## src/rtl/bus_slave_regs_pkg.sv

```systemverilog
// Shared bus constants and types for the bus slave register block.
// Holds the active-low enable levels, the read/write encoding, the word
// data type, the responder state encoding and the index of the
// read-only access counter register.
package bus_slave_regs_pkg;

  // Active-low enable levels used by cs_, as_ and rdy_
  localparam logic ENABLE_  = 1'b0;
  localparam logic DISABLE_ = 1'b1;

  // Direction encoding carried on rw
  localparam logic READ  = 1'b1;
  localparam logic WRITE = 1'b0;

  // Word data bus
  localparam int WORD_DATA_W = 32;
  typedef logic [WORD_DATA_W-1:0] word_data_t;

  // Register file geometry: eight word registers selected by addr[2:0]
  localparam int REG_NUM   = 8;
  localparam int REG_IDX_W = 3;

  // r7 counts completed accesses and ignores writes
  localparam logic [REG_IDX_W-1:0] BUS_SLV_REG_CNT = 3'h7;

  // Wait counter width; WAIT_CYCLES must fit (0..15)
  localparam int WAIT_CNT_W = 4;

  // Responder state machine encoding
  typedef enum logic [1:0] {
    BUS_SLV_IDLE = 2'h0,
    BUS_SLV_WAIT = 2'h1,
    BUS_SLV_RESP = 2'h2
  } bus_slv_state_t;

  // A bus request is present only when chip select and address strobe
  // are both asserted in the same cycle.
  function automatic logic bus_request(input logic cs_n, input logic as_n);
    return (cs_n == ENABLE_) && (as_n == ENABLE_);
  endfunction

endpackage

```

## src/rtl/bus_slave_regs.sv

```systemverilog
// Bus slave responder with eight 32-bit word registers.
// Captures a request when the decoded chip select and the master's address
// strobe are both low, waits WAIT_CYCLES cycles, then answers with a
// one-cycle active-low ready pulse. r0..r6 are scratch/mailbox registers,
// r7 is a read-only count of completed accesses.
//
// Ports:
//   clk       system clock, rising edge
//   reset     synchronous, active-high reset
//   cs_       chip select from the address decoder, active low
//   as_       address strobe from the bus master, active low
//   addr      register select 0..7
//   rw        1 = read, 0 = write
//   wr_data   write data
//   rd_data   read data, nonzero only during the ready pulse of a read
//   rdy_      ready, active low, one cycle per completed access
//   ctrl_out  live contents of r0
module bus_slave_regs
  import bus_slave_regs_pkg::*;
#(
  parameter int WAIT_CYCLES = 2
) (
  input  logic                 clk,
  input  logic                 reset,
  input  logic                 cs_,
  input  logic                 as_,
  input  logic [REG_IDX_W-1:0] addr,
  input  logic                 rw,
  input  word_data_t           wr_data,
  output word_data_t           rd_data,
  output logic                 rdy_,
  output word_data_t           ctrl_out
);

  localparam logic [WAIT_CNT_W-1:0] WAIT_LOAD = WAIT_CNT_W'(WAIT_CYCLES);

  bus_slv_state_t         state;
  logic [WAIT_CNT_W-1:0]  wait_cnt;
  logic [REG_IDX_W-1:0]   lat_addr;
  logic                   lat_rw;
  word_data_t             lat_wr_data;
  word_data_t             regs [REG_NUM];

  // r0 is exported as-is for sideband control
  assign ctrl_out = regs[0];

  // Single responder process: request capture, wait-state counting,
  // registered ready/read-data generation and the register file update.
  // rdy_ and rd_data default back to idle every cycle so they can only be
  // active for the one cycle spent in RESP. The read value is loaded on
  // the edge entering RESP, so an r7 read sees the count before this
  // access is added.
  always_ff @(posedge clk) begin
    if (reset) begin
      state       <= BUS_SLV_IDLE;
      wait_cnt    <= '0;
      lat_addr    <= '0;
      lat_rw      <= WRITE;
      lat_wr_data <= '0;
      rdy_        <= DISABLE_;
      rd_data     <= '0;
      for (int i = 0; i < REG_NUM; i++) begin
        regs[i] <= '0;
      end
    end else begin
      rdy_    <= DISABLE_;
      rd_data <= '0;
      case (state)
        BUS_SLV_IDLE: begin
          if (bus_request(cs_, as_)) begin
            lat_addr    <= addr;
            lat_rw      <= rw;
            lat_wr_data <= wr_data;
            wait_cnt    <= WAIT_LOAD;
            if (WAIT_LOAD == '0) begin
              // Zero wait states: the capture edge is also the edge that
              // enters RESP, so use the live inputs for the read mux.
              state <= BUS_SLV_RESP;
              rdy_  <= ENABLE_;
              if (rw == READ) begin
                rd_data <= regs[addr];
              end
            end else begin
              state <= BUS_SLV_WAIT;
            end
          end
        end

        BUS_SLV_WAIT: begin
          if (!bus_request(cs_, as_)) begin
            // Master withdrew the request: drop it without side effects
            state    <= BUS_SLV_IDLE;
            wait_cnt <= '0;
          end else if (wait_cnt == WAIT_CNT_W'(1)) begin
            wait_cnt <= '0;
            state    <= BUS_SLV_RESP;
            rdy_     <= ENABLE_;
            if (lat_rw == READ) begin
              rd_data <= regs[lat_addr];
            end
          end else begin
            wait_cnt <= wait_cnt - WAIT_CNT_W'(1);
          end
        end

        BUS_SLV_RESP: begin
          if ((lat_rw == WRITE) && (lat_addr != BUS_SLV_REG_CNT)) begin
            regs[lat_addr] <= lat_wr_data;
          end
          regs[BUS_SLV_REG_CNT] <= regs[BUS_SLV_REG_CNT] + 32'd1;
          state <= BUS_SLV_IDLE;
        end

        default: begin
          state <= BUS_SLV_IDLE;
        end
      endcase
    end
  end

endmodule

```

## config.mk

```make
export PLATFORM = sky130hd
export DESIGN_NAME = bus_slave_regs
export DESIGN_NICKNAME = d
export VERILOG_FILES = /design/src/rtl/bus_slave_regs_pkg.sv /design/src/rtl/bus_slave_regs.sv
export SDC_FILE = /design/constraint.sdc
export NUM_CORES = 1
export LEC_CHECK = 0
export BUFFER_PORTS_ARGS = -buffer_cell sky130_fd_sc_hd__buf_2
export CAP_MARGIN = 0
export CORE_MARGIN = 4
export CORE_UTILIZATION = 35
export CTS_CLUSTER_SIZE = 14
export DETAILED_ROUTE_END_ITERATION = 8
export PLACE_DENSITY = 0.51
export SYNTH_ARGS = -nofsm -noshare
export SYNTH_HDL_FRONTEND = slang
export SYNTH_SLANG_ARGS = --single-unit
```

## constraint.sdc

```tcl
create_clock -name clk -period 5.3 [get_ports clk]
set_clock_uncertainty 0.05 [all_clocks]
set_input_delay 0.795 -clock clk [delete_from_list [all_inputs] [get_ports clk]]
set_output_delay 0.795 -clock clk [all_outputs]
set_load 0.05 [all_outputs]
```

==> reports/qor.yml, run 1 <==
outcome: "finished, final reports clean"
routedWlPerCell_um: 21.5
maxCapViolations: 0
syn-cell-area_sq_mm: 0.0144
ys_top_cells_by_count: "256 x edfxtp_1, 195 x and2_1, 93 x nand2_1, 75 x dfxtp_1, 63 x mux4_2"
ant_nets: 0
synth.distinct_cells: 47
crit_required_ns: 5.47
drc: 0
gp_congestion: 0.739
arrival_ns: 3.30
syn_to_final_growth_pct: 16.6
die_h_um: 211
die_area_sq_mm: 0.0444
timing.fmax_ghz: 0.319
grtUsageMet1_pct: 22.8
yosys_warnings: 0
ios: 105
power_density_mw_per_mm2: 353
fin_crit_sh_pct: 59.2
grt_max_degree: 55
cp-start-kind: "input port"
cts_resized: 0
clk_latency_ns: 0.52
crit_type: "in -> reg"
yosysMostFrequentCell: "edfxtp_1"
setup_viol: 0
synth_edf_count: 256
grt_overflow: 0
grt.met3_usage_pct: 2.44
mappedNetlistNets: 1089
cts.reportedPaths.clkPinSlew_ns: 0.06
grt_pass1_vias: 8822
num_vias: 8538
wl_mm: 36.5
p_leak_nw: 6.12
avgViaCountPerCell: 5.04
final_hold_viol_count: 0
peakVddDrop_mv: 0.220
die_w_um: 211
grt_first_pass_wirelength_mm: 55.4
worst_pin_slew_ns: 1.06
cts.sinks: 331
hold_class: "in -> reg"
rsz0062_at_grt: "false"
cts_made_buffers: 39
dr.pass1.iters: 5
drtIter0Drc: 427
maxSlewViolCount: 0
finalNetCount: 1184
yosysTopAreaCell: "edfxtp_1"
antenna_found_initial: 0
cts_tree: "done"
cts.path.max_buffers: 3
h-tree-depth: 2
grtUsageTotal_pct: 16.4
hold_buffers: 0
clockRootBuffer: "clkbuf_16"
critPathCaptureType: "flop"
synthCells: 1046
syn_avg_cell_area_sq_um: 13.7
rows: 73
start_util_pct: 35.8
tns_ns: 0
synth_top_area_share_pct: 53.5
drive_gt1_share_pct: 22.4
core_sq_mm: 0.0402
power_mw: 5.92
ys_top_cells_by_area: "edfxtp_1 53%, dfxtp_1 10%, mux4_2 9.9%"
use_met2_pct: 27.8
synthArstFlopShare_pct: 0
dpl.hpwl_mm: 21.5
port_buffers: 104
seq_area_frac_synth_pct: 63.9
diodes: 0
period_needed_ns: 3.14
ys_ff_latch: 331
top_usage_layer: "met2"
path_max_fanout: 24
cts_setup_buffers: 0
synthFlopType: "edfxtp_1"
relSlewSlack_pct: 29.2
## critical path, stage by stage
cell and delay [ns]:
buf_2 0.28, or3b_2 0.65, nor2_2 0.54, and4b_1 0.30, or2_2 0.47, buf_12 0.25
## power breakdown
part | leakage (nW) | switching (mW) | internal (mW) | total [mW]
combinational | 2.24 | 0.176 | 0.112 | 0.287
sequential | 3.24 | 0.0727 | 2.87 | 2.94
clock | 0.639 | 1.02 | 1.67 | 2.69
total | 6.12 | 1.27 | 4.65 | 5.92
## state kept, by name (all words and copies together) (netlist names)
signal	flops
wait_cnt	4
rdy_	1
regs	256
lat_wr_data	32
rd_data	32
lat_rw	1
state	2
lat_addr	3
## layout by cell type, fill, tap and decap left out, types with 3 or more instances in the layout
master and n:
edfxtp_1 256, and2_1 195, buf_2 104, nand2_1 93
dfxtp_1 72, mux4_2 63, a21oi_1 54, nor2_1 49
clkbuf_16 43, and3_1 38, mux2i_1 34, buf_4 18
or4_1 13, clkbuf_1 13, nand3_1 10, o31ai_1 10
xnor2_1 9, inv_1 8, clkbuf_8 7, o21ai_0 6
or3_1 6, or2_2 6, nand2b_1 4, nor3_1 4
nor4_1 4, a21o_1 3, and4_1 3, nand4_1 3
xor2_1 3, ha_1 3, clkinv_2 3
## final cells by class
class	instances	area [sq um]
fillers	3743	23400
flip-flops and latches	331	9200
multi-input cells	638	4900
clock buffers	63	1220
repair buffers	123	676
well taps	525	657
clock inverters	7	82.6
inverters	8	30.0
## layer usage
metal | up-vias | part of all wire [%]
met5 | - | 0
met4 | 0 | 1.3
met3 | 37 | 4.1
met2 | 172 | 50
met1 | 4303 | 45
li1 | 4026 | -
## final timing paths
kind / start / endpoint / slack (ns) / cells after the start
worst max-delay path: reset / regs[6][15] / 2.16 / 6
worst min-delay path: wr_data[19] / lat_wr_data[19] / 0.46 / 3
worst max register to register: state[0] / regs[6][15] / 2.28 / 5
worst min register to register: wait_cnt[1] / wait_cnt[1] / 0.48 / 2
## cells by family (layout without fill, tap and decap cells)
kind of cell | after synthesis | count (layout) | share of synthesized area [%]
buf+inv | 77 | 201 | 2.21
simple gates | 443 | 443 | 17.2
flops | 331 | 331 | 63.9
fa+ha+maj | 3 | 3 | 0.261
compound gates | 82 | 82 | 3.27
mux | 98 | 98 | 12.4
xor+xnor | 12 | 12 | 0.731
## through the flow
stage | cells | setup slack, ns | utilization (%) | instance area, sq um | hold WS (ns)
CTS | 1695 | 2.12 | 41.7 | 16800 | 0.428
detailed placement | 1625 | 1.59 | 38.5 | 15500 | 0.461
global placement | 1625 | 1.61 | 38.5 | 15500 | 0.467
finish | 1695 | 2.16 | 41.7 | 16800 | 0.459
floorplan | 1046 | 2.43 | - | 14400 | 0.424
global route | 1695 | 1.92 | 41.7 | 16800 | 0.445
No activity file was read; power rests on OpenSTA's default activity.
==> inputs of run 2 (changes only) <==
--- a/config.mk
+++ b/config.mk
@@ -11,7 +11,7 @@
 export CORE_UTILIZATION = 35
 export CTS_CLUSTER_SIZE = 14
 export DETAILED_ROUTE_END_ITERATION = 8
-export PLACE_DENSITY = 0.51
+export PLACE_DENSITY = 0.53
 export SYNTH_ARGS = -nofsm -noshare
 export SYNTH_HDL_FRONTEND = slang
 export SYNTH_SLANG_ARGS = --single-unit
==> constraint.sdc (replaced) <==
create_clock -name clk -period 2.64 [get_ports clk]
set_clock_uncertainty 0.05 [all_clocks]
set_input_delay 0.396 -clock clk [delete_from_list [all_inputs] [get_ports clk]]
set_output_delay 0.396 -clock clk [all_outputs]
set_load 0.05 [all_outputs]
==> run 2 against run 1 <==
  * Hold slack worse by 0.40 ns
  * Sequential share of layout area is 0.58 points lower
  * Clock power rose by 95%
  * Worst setup slack got worse by 1.9 ns
  * Sequential power rose by 100%
  * Non-clock buffer count is 20 higher
  * Critical endpoint is now regs[7][18]
  * Final area grew 1.1%
  * Cell count up 1.1%
  * Via count up 1.3%
  * Total power rose by 99%
  * Wire length down 3.6%
==> reports/qor.yml, run 2 (same netlist as run 1, synthesis figures left out) <==
grt_max_degree: 66  # +20%
cts.reportedPaths.clkPinSlew_ns: 0.06  # about the same
crit_type: "reg -> reg"
power_mw: 11.8  # +99%
clockRootBuffer: "clkbuf_16"
placed_cells: 1645  # +1.2%
final_cell_count_no_fill: 1714  # +1.1%
cts_made_buffers: 38  # -2.6%
cp-start-kind: "flop"
cts.sinks: 331  # unchanged
num_vias: 8647  # +1.3%
grt_first_pass_wirelength_mm: 54.3  # -2.0%
outcome: "finished, final reports clean"
final_hold_viol_count: 0  # unchanged
start_util_pct: 35.8  # unchanged
dr.pass1.iters: 5  # unchanged
grt_overflow: 0  # unchanged
layout_commonest_cell: "edfxtp_1"
critPathSlowestCell: "or4_1"
crit_chain: "ha_1 > nand2_1 > or4_1 > or4_1 > a21oi_1"
cp.buffers_inverters: 0  # -2
top_regs: "regs (256), lat_wr_data (32), rd_data (32)"
syn_to_final_growth_pct: 17.9
cts_tree: "done"
cts_setup_buffers: 0  # unchanged
hold_buffers: 0  # unchanged
ios: 105  # unchanged
path_max_fanout: 8  # -67%
port_buffers: 104  # unchanged
cpMostUsedCell: "or4_1"
drtIter0Drc: 483  # +13%
die_w_um: 211  # unchanged
cts_resized: 0  # unchanged
finalNetCount: 1203  # +1.6%
peakVddDrop_mv: 0.536  # +140%
tns_ns: 0  # unchanged
die_area_sq_mm: 0.0444  # unchanged
rsz0062_at_grt: "false"
largest_reg_flops: 256  # unchanged
drc: 0  # unchanged
relSlewSlack_pct: 65.9  # +37 points
maxSlewViolCount: 0  # unchanged
grt_pass1_vias: 8874  # +0.59%
diodes: 0  # unchanged
grtUsageTotal_pct: 15.9  # -0.57 points
post-place-ws_ns: 0.348  # -1.24 ns
wl_mm: 35.2  # -3.6%
avgViaCountPerCell: 5.04  # +0.15%
worst_pin_slew_ns: 0.499  # -0.563 ns
arrival_ns: 2.65  # -0.65 ns
final_cell_mix: "256 x edfxtp_1, 195 x and2_1, 104 x buf_2"
core_sq_mm: 0.0402  # unchanged
crit_required_ns: 2.95  # -2.52 ns
cts.path.max_buffers: 3  # unchanged
setup_ws_ns: 0.309  # -1.85 ns
setup_viol: 0  # unchanged
h-tree-depth: 2  # unchanged
p_leak_nw: 6.22  # +1.6%
clk_latency_ns: 0.53  # about the same
cpPeakStageDelay_ns: 0.69  # +0.04 ns
fin_crit_sh_pct: 88.3
period_needed_ns: 2.33
maxCapViolations: 0  # unchanged
timing.fmax_ghz: 0.429
regMostFlops: "regs"
cpLargestDelayFamily: "simple AND/OR/NAND/NOR gates"
hold_class: "in -> reg"
dpl.hpwl_mm: 22.0  # +2.6%
antenna_found_initial: 0  # unchanged
hold_ws_ns: 0.0596  # -0.400 ns
ant_nets: 0  # unchanged
rows: 73  # unchanged
power_density_mw_per_mm2: 694  # +96%
gp_congestion: 0.749  # +1.3%
die_h_um: 211  # unchanged
critPathCaptureType: "flop"
routedWlPerCell_um: 20.5  # -4.6%
drive_gt1_share_pct: 23.6  # +1.2 points
run 2: cell types whose count changed in the layout (fill, tap and decap cells not counted), sizes merged:
cell	before	now
buf	123	143
bufinv	2	4
clkbuf	63	48
clkinv	5	15
clkinvlp	0	1
inv	8	9
run 2: per-layer routing:
layer / part of all wire (%) / global-route usage [%]
met5: 0 / 0
met4: 1.8 / 3.78
met3: 4.5 / 2.73
met2: 48 / 26.3
met1: 46 / 22.0
run 2: worst register-to-register path: cells and delay by family, from the launching register on:
kind / cells / cell delay (ns)
compound gates: 1 / 0.16
fa+ha+maj: 1 / 0.26
flops: 1 / 0.42
simple gates: 3 / 1.28
run 2: cell type report:
type                    count  area [sq um]
fillers                  3764         23200
flip-flops and latches    331          9200
multi-input cells         638          4900
clock buffers              48          1030
repair buffers            143           926
well taps                 525           657
clock inverters            21           206
inverters                   8          30.0
run 2: power by group:
part | leakage (nW) | internal, mW | switching [mW] | total, mW
sequential | 3.24 | 5.76 | 0.127 | 5.89
clock | 0.607 | 3.15 | 2.09 | 5.25
combinational | 2.37 | 0.254 | 0.367 | 0.620
total | 6.22 | 9.17 | 2.58 | 11.8
run 2: per-stage QoR:
step                      util, %  instance area, sq um
after floorplan                 -                 14400
after detailed placement     39.1                 15700
after CTS                    42.2                 16900
final                        42.2                 16900
after global routing         42.2                 16900
after global placement       39.1                 15700
run 2: worst paths after layout:
path | startpoint | to | slack, ns | cells past startpoint
setup / recovery | regs[7][0] | regs[7][18] | 0.31 | 5
hold / removal | wr_data[2] | lat_wr_data[2] | 0.06 | 3
setup reg to reg | regs[7][0] | regs[7][18] | 0.31 | 5
hold reg to reg | wait_cnt[1] | wait_cnt[1] | 0.48 | 2
